`config.mk`:
```
export PLATFORM = sky130hd
export DESIGN_NAME = parity_stream_unit
export DESIGN_NICKNAME = d
export VERILOG_FILES = /design/src/rtl/parity_pkg.sv /design/src/rtl/parity_word.sv /design/src/rtl/parity_stream_unit.sv
export SDC_FILE = /design/constraint.sdc
export NUM_CORES = 1
export LEC_CHECK = 0
export ABC_CLOCK_PERIOD_IN_PS = 2300
export BUFFER_PORTS_ARGS = -buffer_cell sky130_fd_sc_hd__buf_2
export CORE_MARGIN = 1
export CORE_UTILIZATION = 57
export CTS_CLUSTER_DIAMETER = 40
export DETAILED_ROUTE_END_ITERATION = 6
export PLACE_DENSITY = 0.79
export SYNTH_ARGS = -nofsm -noshare
export SYNTH_HDL_FRONTEND = slang
export SYNTH_SLANG_ARGS = --single-unit
```
`constraint.sdc`:
```
create_clock -name clk -period 2.3 [get_ports clk]
set_input_delay 0.23 -clock clk [delete_from_list [all_inputs] [get_ports clk]]
set_output_delay 0.23 -clock clk [all_outputs]
set_load 0.005 [all_outputs]
```
`src/rtl/parity_pkg.sv`:
```
`default_nettype none
// ============================================================================
// Package     : parity_pkg
// Description : Shared state encoding, mode constants and beat-flag type for
//               the streaming parity unit.
// Revision    : 1.0  initial release
// ============================================================================
package parity_pkg;

    localparam logic [1:0] S_IDLE  = 2'd0;
    localparam logic [1:0] S_FRAME = 2'd1;
    localparam logic [1:0] S_TAIL  = 2'd2;

    localparam logic MODE_GEN = 1'b0;
    localparam logic MODE_CHK = 1'b1;

    typedef struct packed {
        logic last;
        logic tag;
        logic err;
        logic ovf;
    } beat_flags_t;

endpackage : parity_pkg
`default_nettype wire

```
`src/rtl/parity_word.sv`:
```
`default_nettype none
// ============================================================================
// Module      : parity_word
// Description : Combinational word parity: reduction XOR of data, inverted
//               when odd parity is selected.
// Revision    : 1.0  initial release
// ============================================================================
module parity_word #(
    parameter int WIDTH = 8
) (
    input  logic [WIDTH-1:0] data,
    input  logic             odd,
    output logic             par
);

    assign par = (^data) ^ odd;

endmodule : parity_word
`default_nettype wire

```
`src/rtl/parity_stream_unit.sv`:
```
`default_nettype none
// ============================================================================
// Module      : parity_stream_unit
// Description : Streaming per-word and frame column parity generator/checker
//               with a single registered output stage.
// Revision    : 1.0  initial release
// ============================================================================
module parity_stream_unit
    import parity_pkg::*;
#(
    parameter int WIDTH     = 8,
    parameter int MAX_FRAME = 16
) (
    input  logic             clk,
    input  logic             rst,
    input  logic             chk_mode,
    input  logic             odd_sel,
    input  logic             in_valid,
    output logic             in_ready,
    input  logic [WIDTH-1:0] in_data,
    input  logic             in_last,
    output logic             out_valid,
    input  logic             out_ready,
    output logic [WIDTH-1:0] out_data,
    output logic             out_par,
    output logic             out_last,
    output logic             out_tag,
    output logic             out_err,
    output logic             out_ovf
);

    localparam int c_CNT_W = $clog2(MAX_FRAME + 1);
    localparam logic [c_CNT_W-1:0] c_CNT_FORCE = c_CNT_W'(MAX_FRAME - 1);

    logic [1:0]         r_state;
    logic [WIDTH-1:0]   r_acc;
    logic [c_CNT_W-1:0] r_cnt;
    logic               r_mode;
    logic               r_odd;
    logic               r_ovf_pend;

    logic               r_out_valid;
    logic [WIDTH-1:0]   r_out_data;
    logic               r_out_par;
    beat_flags_t        r_out_flags;

    logic               w_out_free;
    logic               w_accept;
    logic               w_first;
    logic               w_mode;
    logic               w_odd;
    logic               w_forced;
    logic               w_end;
    logic [WIDTH-1:0]   w_acc_in;
    logic [WIDTH-1:0]   w_acc_next;
    logic               w_chk_err;
    logic               w_tail_load;
    logic [WIDTH-1:0]   w_load_data;
    logic               w_load_odd;
    logic               w_load_par;

    assign w_out_free = !r_out_valid || out_ready;
    assign in_ready   = !rst && (r_state != S_TAIL) && w_out_free;
    assign w_accept   = in_valid && in_ready;

    // Mode and polarity come straight from the inputs on a frame's first word.
    assign w_first    = (r_state == S_IDLE);
    assign w_mode     = w_first ? chk_mode : r_mode;
    assign w_odd      = w_first ? odd_sel  : r_odd;

    assign w_forced   = !w_first && !in_last && (r_cnt == c_CNT_FORCE);
    assign w_end      = in_last || w_forced;
    assign w_acc_in   = w_first ? '0 : r_acc;
    assign w_acc_next = w_acc_in ^ in_data;
    assign w_chk_err  = (in_data != (w_acc_in ^ {WIDTH{w_odd}}));

    assign w_tail_load = (r_state == S_TAIL) && w_out_free;
    assign w_load_data = w_tail_load ? (r_acc ^ {WIDTH{r_odd}}) : in_data;
    assign w_load_odd  = w_tail_load ? r_odd : w_odd;

    parity_word #(
        .WIDTH (WIDTH)
    ) u_parity_word (
        .data (w_load_data),
        .odd  (w_load_odd),
        .par  (w_load_par)
    );

    always_ff @(posedge clk) begin
        if (rst) begin
            r_state     <= S_IDLE;
            r_acc       <= '0;
            r_cnt       <= '0;
            r_mode      <= MODE_GEN;
            r_odd       <= 1'b0;
            r_ovf_pend  <= 1'b0;
            r_out_valid <= 1'b0;
            r_out_data  <= '0;
            r_out_par   <= 1'b0;
            r_out_flags <= '0;
        end else if (w_accept) begin
            r_out_valid <= 1'b1;
            r_out_data  <= in_data;
            r_out_par   <= w_load_par;
            if (w_first) begin
                r_mode <= chk_mode;
                r_odd  <= odd_sel;
            end
            if (!w_end) begin
                r_state     <= S_FRAME;
                r_acc       <= w_acc_next;
                r_cnt       <= r_cnt + c_CNT_W'(1);
                r_out_flags <= '0;
            end else if (w_mode == MODE_GEN) begin
                // Tail beat carries last/ovf; the data beat itself is not last.
                r_state     <= S_TAIL;
                r_acc       <= w_acc_next;
                r_ovf_pend  <= w_forced;
                r_out_flags <= '0;
            end else begin
                r_state     <= S_IDLE;
                r_acc       <= '0;
                r_cnt       <= '0;
                r_out_flags <= '{last: 1'b1, tag: 1'b0, err: w_chk_err, ovf: w_forced};
            end
        end else if (w_tail_load) begin
            r_out_valid <= 1'b1;
            r_out_data  <= w_load_data;
            r_out_par   <= w_load_par;
            r_out_flags <= '{last: 1'b1, tag: 1'b1, err: 1'b0, ovf: r_ovf_pend};
            r_state     <= S_IDLE;
            r_acc       <= '0;
            r_cnt       <= '0;
            r_ovf_pend  <= 1'b0;
        end else if (out_ready) begin
            r_out_valid <= 1'b0;
        end
    end

    assign out_valid = r_out_valid;
    assign out_data  = r_out_data;
    assign out_par   = r_out_par;
    assign out_last  = r_out_flags.last;
    assign out_tag   = r_out_flags.tag;
    assign out_err   = r_out_flags.err;
    assign out_ovf   = r_out_flags.ovf;

endmodule : parity_stream_unit
`default_nettype wire

```
==> results_tabular.tex, run 1 <==
\begin{tabular}{lr}
\hline
Metric & Value \\
\hline
\multicolumn{2}{l}{\textbf{Timing}} \\
Period utilisation layout & 0.879 \\
TNS Setup & 0 ps \\
Largest clock skew in the final design & between 3 and 4 ps \\
Slew Limit Fails & 0 \\
Normalized max-slew margin & 0.596 \\
Min Tclk post-route & 2020 ps \\
Highest clock frequency the design can meet & 0.495 GHz \\
Transition time at the pin with the least slew margin & 604 ps \\
Final Hold Violating Endpoints & 0 \\
Unrepaired setup endpoints after global routing & no \\
Final setup margin & roughly 280 ps \\
Final-report setup violation count & 0 \\
Hold\_ws & 215 ps \\
\multicolumn{2}{l}{\textbf{Routing}} \\
Number of DRC violations after detailed-routing iteration 0 & 193 \\
Highest layer used for signal routing & met4 \\
Drt via density & 6.00 \\
Number of remaining DRC errors & 0 \\
Post-detailed-routing wire length & slightly above 5 mm \\
Met1 wire length & 2.46 mm \\
Met3 wire length & 403 um \\
DR vias & 1955 \\
Met2 routed wirelength & around 2.1 mm \\
Number of iterations in the first detailed-routing pass & 4 \\
Wire length per cell & 15.5 um \\
Antenna Violating Nets Remaining & 0 \\
\multicolumn{2}{l}{\textbf{Synthesis}} \\
Yosys reg bits & 32 \\
Mean cell area of the mapped netlist & between 8 and 9 um2 \\
Sequential area share after synthesis & 0.304 \\
Synthesized instance count & 258 \\
Proportion of netlist area held by the largest area contributor & 0.304 \\
Most used standard cells in the synthesized netlist & sky130\_fd\_sc\_hd\_\_dfxtp\_1, sky130\_fd\_sc\_hd\_\_nand2\_1, sky130\_fd\_sc\_hd\_\_nor2\_1 \\
Leading post-synthesis cells by cell area & sky130\_fd\_sc\_hd\_\_dfxtp\_1, sky130\_fd\_sc\_hd\_\_xnor2\_1, sky130\_fd\_sc\_hd\_\_nand2\_1 \\
Largest area contributor in the synthesized netlist & sky130\_fd\_sc\_hd\_\_dfxtp\_1 \\
Share of flip-flops with an asynchronous set or reset & 0 \\
Yosys warns & 0 \\
Top FF cell, synth & sky130\_fd\_sc\_hd\_\_dfxtp\_1 \\
Most frequently used cell type in the post-synthesis netlist & sky130\_fd\_sc\_hd\_\_dfxtp\_1 \\
Post-synth EDFFs & 0 \\
Count of distinct cell types in the synthesized netlist & 56 \\
Summed instance area of the synthesized netlist & 0.00211 mm2 \\
Total nets after synthesis & 275 \\
\multicolumn{2}{l}{\textbf{Floorplan}} \\
Number of I/O pins & 30 \\
Core outline area & about 0.0034 mm2 \\
Effective utilization at floorplan & 0.612 \\
Floorplan row count & 21 \\
Die area & 0.00394 mm2 \\
Die Wd & 62.8 um \\
Vert. Die Dim & 62.8 um \\
\multicolumn{2}{l}{\textbf{CTS}} \\
Total number of clock tree sinks & 32 \\
Number of buffers added by the clock tree synthesis step & 5 \\
Number of buffers on the longest clock path & 2 \\
Number of gates given a new drive strength after cts & 0 \\
CTS HTree Levels & 2 \\
Clock insertion delay at the later pin of the skew report & between 200 and 300 ps \\
Library cell used as clock root buffer & sky130\_fd\_sc\_hd\_\_clkbuf\_8 \\
CTS clock-pin slew for the worst setup and hold paths & 70 ps \\
Setup Fix Bufs, Post-CTS & 0 \\
CTS tree & built \\
Hold Buf Count CTS & 0 \\
\multicolumn{2}{l}{\textbf{Layout}} \\
Nets@finish & 296 \\
Antenna diodes & 0 \\
Finished Layout Cells & 326 \\
Post-synthesis to final-layout area growth & 11.8\% \\
Share of final-layout standard cells stronger than drive strength 1 & 0.207 \\
\multicolumn{2}{l}{\textbf{Critical path}} \\
Maximum fanout count along the critical path & 9 \\
Critical path data required time & 2510 ps \\
Setup crit start kind & flip-flop \\
Kind of end point of the critical path & flip-flop \\
Kind of critical path & flip-flop to flip-flop \\
Arrival time reported for the critical path endpoint & 2230 ps \\
Setup slack on the worst flop-to-flop path & between 200 and 300 ps \\
\multicolumn{2}{l}{\textbf{Power and ir drop}} \\
Maximum ir drop on the vdd rail & between 0.4 and 0.5 mV \\
Pwr dens & 659 mW/mm2 \\
Standby leakage power & 0.915 nW \\
\multicolumn{2}{l}{\textbf{Place}} \\
Hpwl dp & 3.62 mm \\
Final Wtd Congestion & 0.952 \\
DP Cell Count & 318 \\
Pre-CTS worst setup slack & 278 ps \\
Buffers added on ports & 29 \\
\multicolumn{2}{l}{\textbf{Status}} \\
Outcome & finished, final reports clean \\
\multicolumn{2}{l}{\textbf{Hold path}} \\
Min-delay worst type & primary input to flip-flop \\
\multicolumn{2}{l}{\textbf{Flow run}} \\
Max-cap violations & 0 \\
\multicolumn{2}{l}{\textbf{Global routing}} \\
Global-route total usage across every layer & 0.277 \\
Pin count of the biggest net entering global routing & 32 \\
Via count of the first global-routing pass & 1866 \\
Wire length of the first global-routing pass & 8.75 mm \\
Antenna violations before repair & 0 \\
Residual overflow from global routing & 0 \\
\hline
\end{tabular}
[worst max-delay path: stages, from the launching register on]
cell and delay [ps]:
sky130_fd_sc_hd__dfxtp_1 340, sky130_fd_sc_hd__ha_1 220, sky130_fd_sc_hd__and3_1 180, sky130_fd_sc_hd__ha_1 210
sky130_fd_sc_hd__o21ai_0 210, sky130_fd_sc_hd__mux2i_1 170, sky130_fd_sc_hd__nor2_2 340, sky130_fd_sc_hd__nand3_1 120
sky130_fd_sc_hd__a21oi_1 170
[per-layer routing]
metal,vias to the layer above,global-route usage
met2,88,0.421
met5,-,0
li1,972,-
met4,0,0.102
met1,891,0.383
met3,4,0.0547
[path summary, 6_finish.rpt]
kind / end / from / cells after the start
setup reg to reg: r_acc[4] / r_cnt[0] / 8
setup / recovery: r_acc[4] / r_cnt[0] / 8
hold reg to reg: r_cnt[4] / r_cnt[4] / 1
hold / removal: r_mode / chk_mode / 3
[flip-flops by register name (all words and copies together), names as in the netlist]
name / flops
out_data: 8
r_acc: 8
r_cnt: 5
r_state: 2
out_err: 1
out_last: 1
out_ovf: 1
out_par: 1
out_tag: 1
out_valid: 1
r_mode: 1
r_odd: 1
r_ovf_pend: 1
[layout make-up]
class | instances | area [um2]
timing repair buffer | 37 | 205
fill | 286 | 1090
tap | 46 | 57.6
clock buffer | 7 | 96.3
multi-input combinational | 196 | 1300
inverter | 7 | 26.3
sequential | 32 | 641
clock inverter | 1 | 30.0
[cells by family after synthesis]
group | count (synthesis) | share of synthesized area
AOI/OAI and AO/OA | 74 | 0.249
DFF | 32 | 0.304
buffers and inverters | 30 | 0.0796
xor gates and xnor gates | 28 | 0.116
and+or+nand+nor | 87 | 0.215
muxes | 5 | 0.0238
adders and majority gates | 2 | 0.0119
[report_power, final]
part / internal (mW) / switching [mW]
Clock: 0.382 / 0.203
Combinational: 0.148 / 0.192
Sequential: 0.589 / 0.0369
Total: 1.12 / 0.432
[cell usage in the layout, fill, tap and decap left out, types with 2 or more instances in the layout]
| master | n |
|---|---|
| sky130_fd_sc_hd__a211oi_1 | 4 |
| sky130_fd_sc_hd__a21o_1 | 2 |
| sky130_fd_sc_hd__a21oi_1 | 14 |
| sky130_fd_sc_hd__a22oi_1 | 4 |
| sky130_fd_sc_hd__a311oi_1 | 2 |
| sky130_fd_sc_hd__a31oi_1 | 2 |
| sky130_fd_sc_hd__a32oi_1 | 6 |
| sky130_fd_sc_hd__a41oi_1 | 2 |
| sky130_fd_sc_hd__and3_1 | 2 |
| sky130_fd_sc_hd__buf_2 | 29 |
| sky130_fd_sc_hd__buf_4 | 8 |
| sky130_fd_sc_hd__clkbuf_8 | 7 |
| sky130_fd_sc_hd__dfxtp_1 | 32 |
| sky130_fd_sc_hd__ha_1 | 2 |
| sky130_fd_sc_hd__inv_1 | 7 |
| sky130_fd_sc_hd__mux2i_1 | 5 |
| sky130_fd_sc_hd__nand2_1 | 29 |
| sky130_fd_sc_hd__nand2b_1 | 2 |
| sky130_fd_sc_hd__nand3_1 | 5 |
| sky130_fd_sc_hd__nand4_1 | 2 |
| sky130_fd_sc_hd__nor2_1 | 19 |
| sky130_fd_sc_hd__nor2_2 | 2 |
| sky130_fd_sc_hd__nor3_1 | 9 |
| sky130_fd_sc_hd__nor4_1 | 3 |
| sky130_fd_sc_hd__nor4b_1 | 3 |
| sky130_fd_sc_hd__o211ai_1 | 7 |
| sky130_fd_sc_hd__o21a_1 | 2 |
| sky130_fd_sc_hd__o21ai_0 | 13 |
| sky130_fd_sc_hd__o22a_1 | 3 |
| sky130_fd_sc_hd__o22ai_1 | 3 |
| sky130_fd_sc_hd__o31ai_1 | 2 |
| sky130_fd_sc_hd__xnor2_1 | 18 |
| sky130_fd_sc_hd__xor2_1 | 10 |
[stage by stage]
stage           util  cell area (um2)  total power [mW]
6_report       0.684             2350              1.55
5_1_grt        0.684             2350              1.62
4_1_cts        0.684             2350              1.55
3_5_place_dp   0.647             2230             0.970
3_3_place_gp   0.647             2230             0.963
2_1_floorplan      -             2110             0.886
Power figures use the tool's default switching activity.
==> inputs of run 2 (changes only) <==
- GPL_TIMING_DRIVEN: not set -> 0
- SKIP_LAST_GASP: not set -> 1
==> run 2 against run 1 <==
Clock power grew 3%. Largest power group unchanged. First-iteration DRC count down 10%. Cell area grew 2.2%. Utilization is 1.5 points higher. Clock skew is 2.2 ps higher. Combinational power rose by 5.9%. Non-clock buffer count up 9.
==> results_tabular.tex, run 2 (synthesis results as in run 1) <==
\begin{tabular}{lr}
\hline
Metric & Value \\
\hline
\multicolumn{2}{l}{\textbf{Timing}} \\
Unrepaired setup endpoints after global routing & no \\
Highest clock frequency the design can meet & 0.465 GHz (-6.0\%) \\
Final-report setup violation count & 0 (unchanged) \\
Slew Limit Fails & 0 (unchanged) \\
Final Hold Violating Endpoints & 0 (unchanged) \\
Largest clock skew in the final design & 6.06 ps (+2.15 ps) \\
Normalized max-slew margin & 0.654 (+0.0584) \\
Transition time at the pin with the least slew margin & 519 ps (-85.3 ps) \\
Min Tclk post-route & 2150 ps (+129 ps) \\
TNS Setup & 0 ps (unchanged) \\
Period utilisation layout & 0.935 (+0.0561) \\
\multicolumn{2}{l}{\textbf{Critical path}} \\
Buffers \& Inverters on Critical Path & 0 (unchanged) \\
Top Family by Delay on Critical Path & simple AND/OR/NAND/NOR gates \\
Chain of cells forming the critical path & ha\_1 > and3\_1 > ha\_1 > o21ai\_0 > mux2i\_1 > nor2\_2 > nand3\_1 > a21oi\_1 \\
Arrival time reported for the critical path endpoint & 2370 ps (+140 ps) \\
Most frequent cell on the critical path & sky130\_fd\_sc\_hd\_\_ha\_1 \\
RR Startpoint & r\_cnt[0] \\
Worst setup path start & r\_cnt[0] \\
R2r endpoint & r\_acc[4] \\
Setup crit start kind & flip-flop \\
Maximum fanout count along the critical path & 9 (unchanged) \\
Worst path slowest cell & sky130\_fd\_sc\_hd\_\_nor2\_2 \\
Setup slack on the worst flop-to-flop path & 150 ps (-130 ps) \\
Kind of critical path & flip-flop to flip-flop \\
Kind of end point of the critical path & flip-flop \\
Worst r2r path cells & 8 (unchanged) \\
Critical path data required time & 2520 ps (about the same) \\
Largest incremental delay on the critical path & 360 ps (+20 ps) \\
\multicolumn{2}{l}{\textbf{Hold path}} \\
Worst Hold Launch & chk\_mode \\
Min-delay worst type & primary input to flip-flop \\
Worst hold stages & 3 (unchanged) \\
Sink of the worst hold path & r\_mode \\
\multicolumn{2}{l}{\textbf{Global routing}} \\
Antenna violations before repair & 0 (unchanged) \\
Global-route total usage across every layer & 0.286 (+0.00902) \\
Via count of the first global-routing pass & 1826 (-2.1\%) \\
Wire length of the first global-routing pass & 8.83 mm (+0.95\%) \\
Pin count of the biggest net entering global routing & 11 (-66\%) \\
Residual overflow from global routing & 0 (unchanged) \\
\multicolumn{2}{l}{\textbf{Routing}} \\
Met1 wire length & 2.39 mm (-3.0\%) \\
Antenna Violating Nets Remaining & 0 (unchanged) \\
DR vias & 2060 (+5.4\%) \\
Number of iterations in the first detailed-routing pass & 7 (+3) \\
Number of remaining DRC errors & 0 (unchanged) \\
Met2 routed wirelength & 2.41 mm (+12\%) \\
Highest layer used for signal routing & met4 \\
Number of DRC violations after detailed-routing iteration 0 & 173 (-10\%) \\
Post-detailed-routing wire length & 5.27 mm (+4.3\%) \\
Drt via density & 6.15 (+2.5\%) \\
Met3 wire length & 385 um (-4.5\%) \\
Wire length per cell & 15.7 um (+1.5\%) \\
\multicolumn{2}{l}{\textbf{Flow run}} \\
Max-cap violations & 0 (unchanged) \\
\multicolumn{2}{l}{\textbf{Floorplan}} \\
Core outline area & 0.00344 mm2 (unchanged) \\
Number of I/O pins & 30 (unchanged) \\
Die area & 0.00394 mm2 (unchanged) \\
Die Wd & 62.8 um (unchanged) \\
Effective utilization at floorplan & 0.612 (unchanged) \\
Floorplan row count & 21 (unchanged) \\
Vert. Die Dim & 62.8 um (unchanged) \\
\multicolumn{2}{l}{\textbf{Layout}} \\
Post-synthesis to final-layout area growth & 14.2\% \\
Most frequent cells in the layout & sky130\_fd\_sc\_hd\_\_buf\_2, sky130\_fd\_sc\_hd\_\_dfxtp\_1, sky130\_fd\_sc\_hd\_\_nand2\_1, sky130\_fd\_sc\_hd\_\_nor2\_1, sky130\_fd\_sc\_hd\_\_xnor2\_1 \\
Antenna diodes & 0 (unchanged) \\
Final non-filler cell area & 0.00241 mm2 (+2.2\%) \\
Nets@finish & 305 (+3.0\%) \\
Most common cell after layout, fill and taps aside & sky130\_fd\_sc\_hd\_\_buf\_2 \\
Final core utilization & 0.699 (+0.0149) \\
Share of final-layout standard cells stronger than drive strength 1 & 0.218 (+0.0109) \\
\multicolumn{2}{l}{\textbf{Place}} \\
Post-detailed-placement cell area & 0.00228 mm2 (+2.3\%) \\
Final Wtd Congestion & 0.936 (-1.6\%) \\
Buffers added on ports & 23 (-21\%) \\
Hpwl dp & 3.82 mm (+5.7\%) \\
\multicolumn{2}{l}{\textbf{Power and ir drop}} \\
Pwr dens & 654 mW/mm2 (-0.81\%) \\
Standby leakage power & 0.947 nW (+3.5\%) \\
Maximum ir drop on the vdd rail & 0.344 mV (-19\%) \\
\multicolumn{2}{l}{\textbf{CTS}} \\
Clock insertion delay at the later pin of the skew report & 290 ps (about the same) \\
CTS clock-pin slew for the worst setup and hold paths & 70 ps (about the same) \\
Number of buffers on the longest clock path & 2 (unchanged) \\
Hold Buf Count CTS & 0 (unchanged) \\
Setup Fix Bufs, Post-CTS & 0 (unchanged) \\
Number of gates given a new drive strength after cts & 0 (unchanged) \\
Number of buffers added by the clock tree synthesis step & 5 (unchanged) \\
CTS HTree Levels & 2 (unchanged) \\
CTS tree & built \\
Total number of clock tree sinks & 32 (unchanged) \\
Library cell used as clock root buffer & sky130\_fd\_sc\_hd\_\_clkbuf\_8 \\
\multicolumn{2}{l}{\textbf{Status}} \\
Outcome & finished, final reports clean \\
\hline
\end{tabular}
-- run 2: changes by cell type in the layout (fill, tap and decap cells not counted), sizes merged --
cell	before	now
clkbuf	7	12
buf	37	41
-- run 2: layout make-up --
class	count	area [um2]
multi-input cells	196	1300
fillers	303	1040
flip-flops and latches	32	641
plain buffers	23	141
repair buffers	23	115
clock buffers	7	96.3
well taps	46	57.6
clock inverters	1	30.0
inverters	7	26.3
-- run 2: worst min-delay path, delay by kind of cell --
kind                   cells  cell delay (ps)
buffers and inverters      1              130
AO/OA/AOI/OAI              1               60
AND/OR/NAND/NOR            1               50
-- run 2: metal layers --
| metal | vias to the layer above | global-route usage |
|---|---|---|
| met5 | - | 0 |
| met4 | 0 | 0.0901 |
| met3 | 8 | 0.0803 |
| met2 | 103 | 0.443 |
| met1 | 955 | 0.381 |
| li1 | 994 | - |
-- run 2: where the power goes --
group	total, mW	internal [mW]	leakage, nW	switching (mW)
Clock	0.600	0.382	0.0645	0.217
Combinational	0.361	0.154	0.621	0.207
Sequential	0.612	0.588	0.261	0.0238
Total	1.57	1.12	0.947	0.448
-- run 2: worst max-delay path by stage --
stage | end | cells after the start | slack [ps]
after floorplan | r_acc[4] | 8 | 540
after global routing | r_acc[2] | 8 | 30
final | r_acc[4] | 8 | 150
after detailed placement | r_acc[4] | 8 | 190
after global placement | r_acc[4] | 8 | 200
after CTS | r_acc[4] | 8 | 160
-- run 2: per-stage QoR --
| stage | hold slack, ps | worst slack [ps] | instances | total power [mW] |
|---|---|---|---|---|
| floorplan | 339 | 543 | 258 | 0.886 |
| global placement | 470 | 196 | 327 | 0.971 |
| detailed placement | 480 | 185 | 327 | 0.978 |
| CTS | 214 | 156 | 335 | 1.57 |
| global route | 228 | 34.3 | 335 | 1.65 |
| finish | 217 | 150 | 335 | 1.57 |
==> inputs of run 3 (changes only) <==
- ABC_AREA: not set -> 1
- PLACE_DENSITY: 0.79 -> 0.8
==> run 3 against run 2 <==
Count of clock-buffer cells in the layout unchanged. Critical endpoint is now r_cnt[2]. Die area decreased by 4.8%. Combinational power decreased by 2%. Cell area decreased by 5.7%. Area after synthesis decreased by 4.9%. Hold slack got worse by 130 ps. Utilization decreased by 2.5 points. Non-clock buffer count decreased by 8. Sequential cell count unchanged.
==> results_tabular.tex, run 3 <==
\begin{tabular}{lr}
\hline
Metric & Value \\
\hline
\multicolumn{2}{l}{\textbf{Global routing}} \\
Global-route total usage across every layer & 0.282 (-0.00376) \\
Residual overflow from global routing & 0 (unchanged) \\
Via count of the first global-routing pass & 1796 (-1.6\%) \\
Pin count of the biggest net entering global routing & 11 (unchanged) \\
Antenna violations before repair & 0 (unchanged) \\
Wire length of the first global-routing pass & 7.64 mm (-14\%) \\
\multicolumn{2}{l}{\textbf{Hold path}} \\
Worst Hold Launch & rst \\
Min-delay worst type & primary input to flip-flop \\
Worst hold stages & 2 (-1) \\
Sink of the worst hold path & r\_ovf\_pend \\
\multicolumn{2}{l}{\textbf{Floorplan}} \\
Vert. Die Dim & 61.3 um (-2.4\%) \\
Die Wd & 61.3 um (-2.4\%) \\
Effective utilization at floorplan & 0.596 (-0.0165) \\
Number of I/O pins & 30 (unchanged) \\
Core outline area & 0.00336 mm2 (-2.3\%) \\
Die area & 0.00376 mm2 (-4.8\%) \\
Floorplan row count & 21 (unchanged) \\
\multicolumn{2}{l}{\textbf{Status}} \\
Outcome & finished, final reports clean \\
\multicolumn{2}{l}{\textbf{Timing}} \\
Min Tclk post-route & 1920 ps (-230 ps) \\
Highest clock frequency the design can meet & 0.521 GHz (+12\%) \\
Transition time at the pin with the least slew margin & 550 ps (+30.9 ps) \\
TNS Setup & 0 ps (unchanged) \\
Largest clock skew in the final design & 12.1 ps (+6.02 ps) \\
Final-report setup violation count & 0 (unchanged) \\
Slew Limit Fails & 0 (unchanged) \\
Final Hold Violating Endpoints & 0 (unchanged) \\
Period utilisation layout & 0.835 (-0.0999) \\
Normalized max-slew margin & 0.634 (-0.0206) \\
Unrepaired setup endpoints after global routing & no \\
\multicolumn{2}{l}{\textbf{Synthesis}} \\
Most used standard cells in the synthesized netlist & sky130\_fd\_sc\_hd\_\_nand2\_1, sky130\_fd\_sc\_hd\_\_dfxtp\_1, sky130\_fd\_sc\_hd\_\_inv\_1 \\
Post-synth EDFFs & 0 (unchanged) \\
Mean cell area of the mapped netlist & 6.48 um2 (-21\%) \\
Synthesized instance count & 309 (+20\%) \\
Sequential area share after synthesis & 0.320 (+0.0158) \\
Summed instance area of the synthesized netlist & 0.00200 mm2 (-4.9\%) \\
Proportion of netlist area held by the largest area contributor & 0.320 (+0.0158) \\
Share of flip-flops with an asynchronous set or reset & 0 (unchanged) \\
Top FF cell, synth & sky130\_fd\_sc\_hd\_\_dfxtp\_1 \\
Yosys reg bits & 32 (unchanged) \\
Most frequently used cell type in the post-synthesis netlist & sky130\_fd\_sc\_hd\_\_nand2\_1 \\
Yosys warns & 0 (unchanged) \\
Count of distinct cell types in the synthesized netlist & 35 (-38\%) \\
Total nets after synthesis & 326 (+19\%) \\
Leading post-synthesis cells by cell area & sky130\_fd\_sc\_hd\_\_dfxtp\_1, sky130\_fd\_sc\_hd\_\_nand2\_1, sky130\_fd\_sc\_hd\_\_a21oi\_1 \\
Largest area contributor in the synthesized netlist & sky130\_fd\_sc\_hd\_\_dfxtp\_1 \\
\multicolumn{2}{l}{\textbf{Critical path}} \\
Worst r2r path cells & 11 (+3) \\
Setup crit start kind & flip-flop \\
Critical path data required time & 2570 ps (+50 ps) \\
RR Startpoint & r\_cnt[0] \\
Kind of end point of the critical path & flip-flop \\
Worst setup path start & r\_cnt[0] \\
Maximum fanout count along the critical path & 9 (unchanged) \\
R2r endpoint & r\_cnt[2] \\
Arrival time reported for the critical path endpoint & 2190 ps (-180 ps) \\
Setup slack on the worst flop-to-flop path & 380 ps (+230 ps) \\
Kind of critical path & flip-flop to flip-flop \\
\multicolumn{2}{l}{\textbf{Layout}} \\
Finished Layout Cells & 392 (+17\%) \\
Share of final-layout standard cells stronger than drive strength 1 & 0.194 (-0.0244) \\
Post-synthesis to final-layout area growth & 13.2\% \\
Final core utilization & 0.674 (-0.0245) \\
Antenna diodes & 0 (unchanged) \\
Most common cell after layout, fill and taps aside & sky130\_fd\_sc\_hd\_\_nand2\_1 \\
Nets@finish & 362 (+19\%) \\
Most frequent cells in the layout & sky130\_fd\_sc\_hd\_\_nand2\_1, sky130\_fd\_sc\_hd\_\_dfxtp\_1, sky130\_fd\_sc\_hd\_\_buf\_2, sky130\_fd\_sc\_hd\_\_inv\_1, sky130\_fd\_sc\_hd\_\_a21oi\_1 \\
Final non-filler cell area & 0.00227 mm2 (-5.7\%) \\
\multicolumn{2}{l}{\textbf{CTS}} \\
Number of gates given a new drive strength after cts & 0 (unchanged) \\
CTS tree & built \\
Clock insertion delay at the later pin of the skew report & 350 ps (+60 ps) \\
Library cell used as clock root buffer & sky130\_fd\_sc\_hd\_\_clkbuf\_4 \\
Hold Buf Count CTS & 0 (unchanged) \\
Setup Fix Bufs, Post-CTS & 0 (unchanged) \\
Total number of clock tree sinks & 32 (unchanged) \\
CTS clock-pin slew for the worst setup and hold paths & 110 ps (+40 ps) \\
Number of buffers added by the clock tree synthesis step & 5 (unchanged) \\
CTS HTree Levels & 2 (unchanged) \\
Number of buffers on the longest clock path & 2 (unchanged) \\
\multicolumn{2}{l}{\textbf{Power and ir drop}} \\
Maximum ir drop on the vdd rail & 0.322 mV (-6.4\%) \\
Pwr dens & 583 mW/mm2 (-11\%) \\
Total Power & 1.32 mW (-16\%) \\
Standby leakage power & 1.07 nW (+13\%) \\
\multicolumn{2}{l}{\textbf{Routing}} \\
Wire length per cell & 11.9 um (-25\%) \\
Drt via density & 5.15 (-16\%) \\
Number of DRC violations after detailed-routing iteration 0 & 124 (-28\%) \\
Number of remaining DRC errors & 0 (unchanged) \\
Post-detailed-routing wire length & 4.65 mm (-12\%) \\
DR vias & 2019 (-2.0\%) \\
Antenna Violating Nets Remaining & 0 (unchanged) \\
Number of iterations in the first detailed-routing pass & 4 (-3) \\
\multicolumn{2}{l}{\textbf{Place}} \\
Final Wtd Congestion & 0.964 (+2.9\%) \\
Buffers added on ports & 29 (+26\%) \\
Hpwl dp & 3.45 mm (-9.8\%) \\
Post-detailed-placement cell area & 0.00221 mm2 (-3.2\%) \\
DP Cell Count & 384 (+17\%) \\
\multicolumn{2}{l}{\textbf{Flow run}} \\
Max-cap violations & 0 (unchanged) \\
\hline
\end{tabular}
run 3: cell types whose count changed in the layout (fill, tap and decap cells not counted), sizes merged, moves of 4 or more:
cell	before	now
a21oi	15	26
o211ai	7	1
mux2i	5	0
nor3	9	4
o21ai	14	21
buf	41	36
nand2	29	124
a211oi	4	0
nor2	22	18
xnor2	18	2
a32oi	6	0
a22oi	4	0
inv	7	32
nand3	5	15
run 3: kinds of logic (layout without fill, tap and decap cells):
logic type | Yosys count | count (layout) | share of synthesized area
DFF | 32 | 32 | 0.320
adders and majority gates | 2 | 2 | 0.0125
and+or+nand+nor | 168 | 168 | 0.356
buffers and inverters | 41 | 78 | 0.0931
AOI/OAI and AO/OA | 52 | 52 | 0.157
xor gates and xnor gates | 14 | 14 | 0.0612
run 3: layout make-up:
cell class / count / area, um2
well taps: 46 / 57.6
multi-input cells: 236 / 1180
inverters: 32 / 120
flip-flops and latches: 32 / 641
fillers: 324 / 1090
repair buffers: 29 / 145
plain buffers: 9 / 66.3
clock inverters: 1 / 7.51
clock buffers: 7 / 55.1
run 3: worst max-delay path, stage by stage, from the launching register on:
cell and delay, ps:
sky130_fd_sc_hd__dfxtp_1 350, sky130_fd_sc_hd__ha_1 190, sky130_fd_sc_hd__inv_1 90, sky130_fd_sc_hd__nor3_1 50, sky130_fd_sc_hd__ha_1 170, sky130_fd_sc_hd__nand2_1 100
sky130_fd_sc_hd__nand2_1 70, sky130_fd_sc_hd__nor2_1 210, sky130_fd_sc_hd__nor2_1 110, sky130_fd_sc_hd__inv_2 180, sky130_fd_sc_hd__o21ai_2 120, sky130_fd_sc_hd__nor3b_1 200
run 3: per-layer routing:
layer	GRT usage	up-vias	share of wire
li1	-	1056	-
met1	0.364	887	0.44
met2	0.432	62	0.47
met3	0.0777	14	0.060
met4	0.143	0	0.026
met5	0	-	0
run 3: power breakdown:
part	switching (mW)	internal (mW)
sequential	0.0239	0.590
combinational	0.224	0.129
clock	0.206	0.150
run 3: through the flow:
step           hold WS (ps)  setup WS, ps
6_report               92.1           380
5_1_grt                57.0           160
4_1_cts                76.9           385
3_5_place_dp            451           403
3_3_place_gp            446           412
2_1_floorplan           308           670
run 3: worst max path at each step:
| stage | end | depth (start not counted) |
|---|---|---|
| global route | r_cnt[3] | 11 |
| finish | r_cnt[2] | 11 |
| global placement | r_cnt[2] | 11 |
| detailed placement | r_cnt[2] | 11 |
| CTS | r_cnt[2] | 11 |
| floorplan | r_cnt[2] | 11 |
